File: src/rtl/icache.sv
// icache: direct-mapped instruction cache with word-serial line refill and straddle support
module icache #(
    parameter int LINE_WIDTH  = 4,
    parameter int INDEX_WIDTH = 4
) (
    input  logic        clk_in,
    input  logic        rst_in,
    input  logic        rdy_in,
    input  logic [31:0] pc,
    input  logic        ask_for,
    output logic        give_you,
    output logic [31:0] give_you_ins,
    output logic [2:0]  offset,
    output logic        mem_req,
    output logic [31:0] mem_addr,
    input  logic        mem_valid,
    input  logic [31:0] mem_data
);
    localparam int TAG_W  = 32 - LINE_WIDTH - INDEX_WIDTH;
    localparam int HW_W   = LINE_WIDTH + INDEX_WIDTH - 1;
    localparam int CNT_W  = LINE_WIDTH - 2;
    localparam int LINES  = 1 << INDEX_WIDTH;
    localparam int HALVES = 1 << HW_W;
    localparam logic [0:0] IDLE = 1'b0;
    localparam logic [0:0] FILL = 1'b1;

    logic [0:0]             state_q, state_d;
    logic [CNT_W-1:0]       cnt_q, cnt_d;
    logic                   mem_req_q, mem_req_d;
    logic [31:0]            mem_addr_q, mem_addr_d;
    logic [LINES-1:0]       valid_q, valid_d;
    logic [TAG_W-1:0]       tag_mem [LINES];
    logic [15:0]            data_mem [HALVES];
    logic [30:0]            lo_ha, hi_ha;
    logic [INDEX_WIDTH-1:0] lo_idx, hi_idx, fill_idx;
    logic [15:0]            lo_half, hi_half;
    logic                   lo_hit, hi_hit, need_hi, hit, fill_we, fill_last;
    logic [31:0]            miss_base;
    logic                   unused_pc0;

    assign unused_pc0 = pc[0];
    assign mem_req    = mem_req_q;
    assign mem_addr   = mem_addr_q;

    // Halfword-granular lookup of pc and pc+2; the hi half only matters for full-length instructions
    always_comb begin
        lo_ha        = pc[31:1];
        hi_ha        = lo_ha + 31'd1;
        lo_idx       = lo_ha[HW_W-1:LINE_WIDTH-1];
        hi_idx       = hi_ha[HW_W-1:LINE_WIDTH-1];
        lo_half      = data_mem[lo_ha[HW_W-1:0]];
        hi_half      = data_mem[hi_ha[HW_W-1:0]];
        lo_hit       = valid_q[lo_idx] && (tag_mem[lo_idx] == lo_ha[30:HW_W]);
        hi_hit       = valid_q[hi_idx] && (tag_mem[hi_idx] == hi_ha[30:HW_W]);
        need_hi      = lo_half[1:0] == 2'b11;
        hit          = lo_hit && (!need_hi || hi_hit);
        miss_base    = lo_hit ? {hi_ha[30:LINE_WIDTH-1], {LINE_WIDTH{1'b0}}}
                              : {lo_ha[30:LINE_WIDTH-1], {LINE_WIDTH{1'b0}}};
        fill_idx     = mem_addr_q[LINE_WIDTH+INDEX_WIDTH-1:LINE_WIDTH];
        fill_we      = rdy_in && (state_q == FILL) && mem_valid;
        fill_last    = &cnt_q;
        give_you     = rdy_in && ask_for && (state_q == IDLE) && hit;
        give_you_ins = need_hi ? {hi_half, lo_half} : {16'b0, lo_half};
        offset       = need_hi ? 3'd4 : 3'd2;
    end

    // Miss starts a fill of the first missing line; each accepted word advances until the line is complete
    always_comb begin
        state_d    = state_q;
        cnt_d      = cnt_q;
        mem_req_d  = mem_req_q;
        mem_addr_d = mem_addr_q;
        valid_d    = valid_q;
        if (rdy_in && (state_q == IDLE) && ask_for && !hit) begin
            state_d    = FILL;
            mem_req_d  = 1'b1;
            mem_addr_d = miss_base;
            cnt_d      = '0;
        end else if (fill_we) begin
            cnt_d      = cnt_q + CNT_W'(1);
            mem_addr_d = mem_addr_q + 32'd4;
            if (fill_last) begin
                valid_d[fill_idx] = 1'b1;
                mem_req_d         = 1'b0;
                state_d           = IDLE;
            end
        end
    end

    // Control state with asynchronous reset; valid bits are only ever cleared here
    always_ff @(posedge clk_in or posedge rst_in) begin
        if (rst_in) begin
            state_q    <= IDLE;
            cnt_q      <= '0;
            mem_req_q  <= 1'b0;
            mem_addr_q <= '0;
            valid_q    <= '0;
        end else begin
            state_q    <= state_d;
            cnt_q      <= cnt_d;
            mem_req_q  <= mem_req_d;
            mem_addr_q <= mem_addr_d;
            valid_q    <= valid_d;
        end
    end

    // Tag and data arrays need no reset: they are qualified by the valid bits
    always_ff @(posedge clk_in) begin
        if (fill_we) begin
            data_mem[{fill_idx, cnt_q, 1'b0}] <= mem_data[15:0];
            data_mem[{fill_idx, cnt_q, 1'b1}] <= mem_data[31:16];
            if (fill_last) tag_mem[fill_idx] <= mem_addr_q[31:LINE_WIDTH+INDEX_WIDTH];
        end
    end
endmodule

File: config.mk
export PLATFORM = sky130hd
export DESIGN_NAME = icache
export DESIGN_NICKNAME = d
export VERILOG_FILES = /design/src/rtl/icache.sv
export SDC_FILE = /design/constraint.sdc
export NUM_CORES = 2
export LEC_CHECK = 0
export ABC_AREA = 1
export BUFFER_PORTS_ARGS = -buffer_cell sky130_fd_sc_hd__buf_2
export CAP_MARGIN = 20
export CELL_PAD_IN_SITES_DETAIL_PLACEMENT = 1
export CELL_PAD_IN_SITES_GLOBAL_PLACEMENT = 1
export CORE_UTILIZATION = 46
export CTS_CLUSTER_DIAMETER = 100
export DETAILED_ROUTE_END_ITERATION = 10
export HOLD_SLACK_MARGIN = 0.03
export PLACE_DENSITY_LB_ADDON = 0.1
export SLEW_MARGIN = 30
export SYNTH_ARGS = -nofsm -noshare
export SYNTH_HDL_FRONTEND = slang
export SYNTH_SLANG_ARGS = --single-unit
File: constraint.sdc
create_clock -name clk_in -period 3.31 [get_ports clk_in]
set_clock_uncertainty 0.05 [all_clocks]
set_input_delay 0.331 -clock clk_in [delete_from_list [all_inputs] [get_ports clk_in]]
set_output_delay 0.331 -clock clk_in [all_outputs]
set_load 0.02 [all_outputs]
Word-level counts from Yosys, hierarchy flattened
Memories as Yosys holds them, arrays and structs flattened. Index checks and enable logic that the tools add are counted.

Register bits after elaboration: 51. Bits in writable memories: 2432. Word-level logic and storage cells: 60. Memories kept: 2.

Memory list: data_mem (depth 128, bits a word 16, rd ports 2, clocked after memory_dff 0, write ports 2, RTL line 33) `logic [15:0] data_mem [HALVES];`; tag_mem (depth 16, bits a word 24, rd ports 2, clocked after memory_dff 0, write ports 1, RTL line 32) `logic [TAG_W-1:0] tag_mem [LINES];`.

$add $sub $neg: 3. Order comparisons: 4. Eq/ne operators: 3. Muxes and demuxes: 21. Bitwise operators: 3. Reductions and logical operators: 20.

Operator list (count): two-way mux 32 bit (4); equality test 24 bit (2); adder 32 x 3 -> 32 bit, second input constant (1); adder 31 x 1 -> 31 bit, second input constant (1); bitwise OR 16 bit (1); < comparator 4 x 5 -> 1 bit, second input constant (3); logical AND 1 bit (12); two-way mux 1 bit (11); binary-select mux 1 bit (select 4 bit) (2); demux 1 bit (select 4 bit) (1); >= comparator 4 x 1 -> 1 bit, second input constant (1); two-way mux 2 bit (2); AND reduction 2 bit (2); AND reduction 4 bit (1); nonzero test 2 bit (2); two-way mux 3 bit (1); adder 2 x 1 -> 2 bit, second input constant (1); equality test 2 bit, second input constant (1); logical NOT 1 bit (2); NOT 1 bit (2); logical OR 1 bit (1).

Longest topological paths before layout
Depth in word-level cells: 10. Gate-level depth with buffers: 26. Mapped depth without buffers: 23.

Worst setup path before layout
OpenSTA, ideal clock, no wires.

Kind: flip-flop to flip-flop. Start point: reg mem_req (netlist name). End point: mem tag_mem[10][0] (netlist name) (enable). Arrival: 3.206 ns. Data required time: 2.825 ns. Path slack: -0.381 ns. Cell stages (with the launch flop): 7. Path buffers: 2. Clock period less this slack: 3.691 ns. Path through: dfrtp_1 nand3_1 inv_1 clkbuf_1 nand2_1 clkbuf_1 nor3_1.

RTL lines (RTL line): end, declared (32).

Worst setup path after layout
Start point: in pc[1]. End point: out give_you_ins[23].

Longest elaborated chain between the ends: 3.

Ends and longest elaborated chain: start, declared (RTL line 9) `input logic [31:0] pc,`; adder 31 x 1 -> 31 bit or memory read (128 x 16 bit) (tied branches); memory read (128 x 16 bit) (*); two-way mux 32 bit (*) (RTL line 63) `give_you_ins = need_hi ? {hi_half, lo_half} : {16'b0, lo_half};`; end, declared (RTL line 12) `output logic [31:0] give_you_ins,`.

Mark *: on every way between the ends. The rest lies on a longest branch, timed or not.

==> impl_metrics.env <==
export IMPL_cp_arrival_ns=3.41
export IMPL_wire_per_inst_um=32.5
export IMPL_cts_root_buf="clkbuf_16"
export IMPL_violations="setup timing"
export IMPL_post_route_min_period_ns=3.79
export IMPL_layout_commonest_cell="edfxtp_1"
export IMPL_tritoncts="done"
export IMPL_clk_pin_slew_ns=0.06
export IMPL_rsz0062_at_grt="yes"
export IMPL_p_leak_uw=0.0521
export IMPL_start_util_pct=46.3
export IMPL_clk_path_buf_depth=4
export IMPL_wl_um=542000
export IMPL_vias=112000
export IMPL_tightest_slew_ns=1.03
export IMPL_worstHoldStart="mem_data[1]"
export IMPL_end_kind="output pin"
export IMPL_async_flop_share_pct=1.98
export IMPL_final_util_pct=56.8
export IMPL_portBuffers=133
export IMPL_grt_usage_pct=39.4
export IMPL_yosys_cell_types_count=49
export IMPL_synthFlopType="edfxtp_1"
export IMPL_viasPerCell=6.73
export IMPL_synth_seq_cells=2481
export IMPL_rows=188
export IMPL_setup_violations=31
export IMPL_synth_compound_area_share_pct=19.7
export IMPL_worstPathRequired_ns=2.93
export IMPL_layout_common_cells="edfxtp_1, nand2_1, o21ai_0"
export IMPL_holdPathEnd="data_mem[120][1]"
export IMPL_crit_path_max_incr_delay_ns=0.37
export IMPL_finalMaxSlewViolations=0
export IMPL_drv_cap=0
export IMPL_synth_cells=12200
export IMPL_cts_sinks=2481
export IMPL_syn2layout_area_growth_pct=22.8
export IMPL_grt_max_degree=121
export IMPL_drtPass1Iterations=9
export IMPL_ys_seq_area_share_pct=61.1
export IMPL_dp_hpwl_um=334000
export IMPL_crit_fanout=46
export IMPL_postSynthAreaPerCell_sq_um=9.96
export IMPL_powerDensity_mw_per_mm2=554
export IMPL_die_area_sq_mm=0.266
export IMPL_critPathTopFamily="compound AO/OA/AOI/OAI gates"
export IMPL_synthesis_area_sq_mm=0.121
export IMPL_pin_count=138
export IMPL_die_w_um=516
export IMPL_drive_gt1_share_pct=17.0
export IMPL_startpoint_type="input port"
export IMPL_h_tree_depth=5
export IMPL_status="finished, violations left"
export IMPL_synth_xor_area_share_pct=0.343
export IMPL_worstSetupPathType="in -> out"
export IMPL_numCtsBuffers=287
export IMPL_relSlewSlack_pct=31.7
export IMPL_min_delay_path_depth=2
export IMPL_max_freq_mhz=264
export IMPL_drc=0
export IMPL_clk_latency_ns=0.93
export IMPL_first_global_vias=114000
export IMPL_synth_edf_count=2432
export IMPL_antenna_left=0
export IMPL_ys_warn_count=0
export IMPL_crit_chain="buf_12 > buf_8 > inv_12 > buf_16 > buf_12 > buf_16 > buf_16 > buf_12 > nand2_1 > a221oi_1 > o22ai_1 > a21oi_1 > a32o_2 > nor2_1 > a211oi_4 > buf_6"
export IMPL_finalWorstSetupSlack_ns=-0.482
export IMPL_synthSimpleGateAreaFrac_pct=14.3
export IMPL_finalHoldViolCount=0
export IMPL_die_height_um=516
export IMPL_cp_buffers_inverters=9
export IMPL_place_congestion=0.927
export IMPL_reg2reg_from="mem_req"
export IMPL_antenna_found_initial=16
export IMPL_synthAdderAreaFrac_pct=0.0309
export IMPL_synth_top_family_by_area="compound AO/OA/AOI/OAI gates"
export IMPL_finalCritPeriodShare_pct=115
export IMPL_hold_ws_ns=0.0897
export IMPL_r2r_slack_ns=0.11
export IMPL_cpMaxStageDelayCell="a32o_2"
export IMPL_r2r_cells=6
export IMPL_r2r_end="data_mem[49][1]"
export IMPL_synthMuxAreaShare_pct=0
export IMPL_grt_pass1_wl_um=772000
export IMPL_min_path_type="in -> reg"
export IMPL_irDropWorstVdd_mv=0.473
export IMPL_nets=13000
export IMPL_drt_iter0_drc=14200
export IMPL_overflow=0
export IMPL_core_sq_mm=0.263
==> kinds of logic after synthesis <==
logic type / after synthesis
compound gates: 3975
xor+xnor: 45
fa+ha+maj: 3
buf+inv: 1367
flops: 2481
other cells: 1
simple gates: 4331
==> state kept, by name (all words and copies together) (netlist names) <==
register  flops
cnt_q         2
data_mem   2048
mem_addr     30
mem_req       1
tag_mem     384
valid_q      16
==> power by group <==
group | switching (uW) | internal (uW)
clock | 13400 | 18000
sequential | 473 | 35800
combinational | 10100 | 4770
==> Yosys cell counts, types with 239 or more instances <==
| library cell | count | share of area (%) |
|---|---|---|
| a221oi_1 | 239 | 1.7 |
| a21oi_1 | 997 | 4.1 |
| nand3_1 | 710 | 2.9 |
| edfxtp_1 | 2432 | 60 |
| nor2_1 | 1343 | 4.1 |
| clkbuf_1 | 667 | 2.1 |
| o221ai_1 | 239 | 1.7 |
| inv_1 | 286 | 0.88 |
| nand2_1 | 2183 | 6.7 |
| buf_2 | 249 | 1.0 |
| o21ai_0 | 1623 | 6.7 |
| o22ai_1 | 376 | 1.9 |
==> cell type report <==
type / count / area, sq um
antenna: 6 / 15.0
clock buffer: 358 / 7600
clock inverter: 146 / 1320
fill: 28000 / 113000
inverter: 296 / 1200
multi-input combinational: 8357 / 44200
sequential: 2481 / 74300
tap: 3515 / 4400
timing repair buffer: 1499 / 16200
timing repair inverter: 1 / 8.76
==> worst register-to-register path, stage by stage, from the launching register on <==
cell and delay [ns]:
dfrtp_1 0.49, nand3_1 0.28, nor2_1 0.50, nand2_1 0.43
buf_4 0.37, nor2_4 0.20, buf_4 0.49
==> what timing repair did <==
item / in CTS / in global routing
hold buffers: 32 / 4
setup endpoints to repair: 33 / 38
buffers inserted: 51 / 40
pin swaps: 87 / 96
gates cloned: 31 / 17
resized for setup: 477 / 257
hold endpoints to repair: 762 / 183
==> metrics by stage <==
stage | power (uW) | cell area (sq um) | std cells | setup TNS [ns] | setup slack [ns]
global route | 84300 | 149000 | 16700 | -10.57 | -0.535
CTS | 81900 | 148000 | 16600 | -6.53 | -0.418
global placement | 49700 | 135000 | 16000 | -30.50 | -0.869
floorplan | 43100 | 122000 | 12200 | -92.04 | -0.381
finish | 82600 | 149000 | 16700 | -8.95 | -0.482
detailed placement | 50200 | 135000 | 16000 | -35.68 | -0.910
==> worst max path at each step <==
stage | start | to | slack [ns] | cells after the start
after global routing | data_mem[118][1] | give_you_ins[28] | -0.54 | 15
after global placement | pc[1] | give_you_ins[28] | -0.87 | 16
after floorplan | mem_req | tag_mem[10][0] | -0.38 | 6
final | pc[1] | give_you_ins[23] | -0.48 | 16
after CTS | pc[2] | give_you_ins[28] | -0.42 | 16
after detailed placement | pc[1] | give_you_ins[28] | -0.91 | 16
==> routing by layer <==
| layer | part of all wire (%) | vias up | global-route usage [%] | wire length [um] |
|---|---|---|---|---|
| met5 | 0.0041 | - | 0 | 22 |
| met1 | 38 | 56900 | 52.5 | 207000 |
| li1 | - | 46600 | - | - |
| met3 | 11 | 1701 | 7.05 | 59300 |
| met2 | 45 | 7012 | 61.0 | 242000 |
| met4 | 6.3 | 4 | 21.9 | 34000 |
No activity file was read; power rests on OpenSTA's default activity.
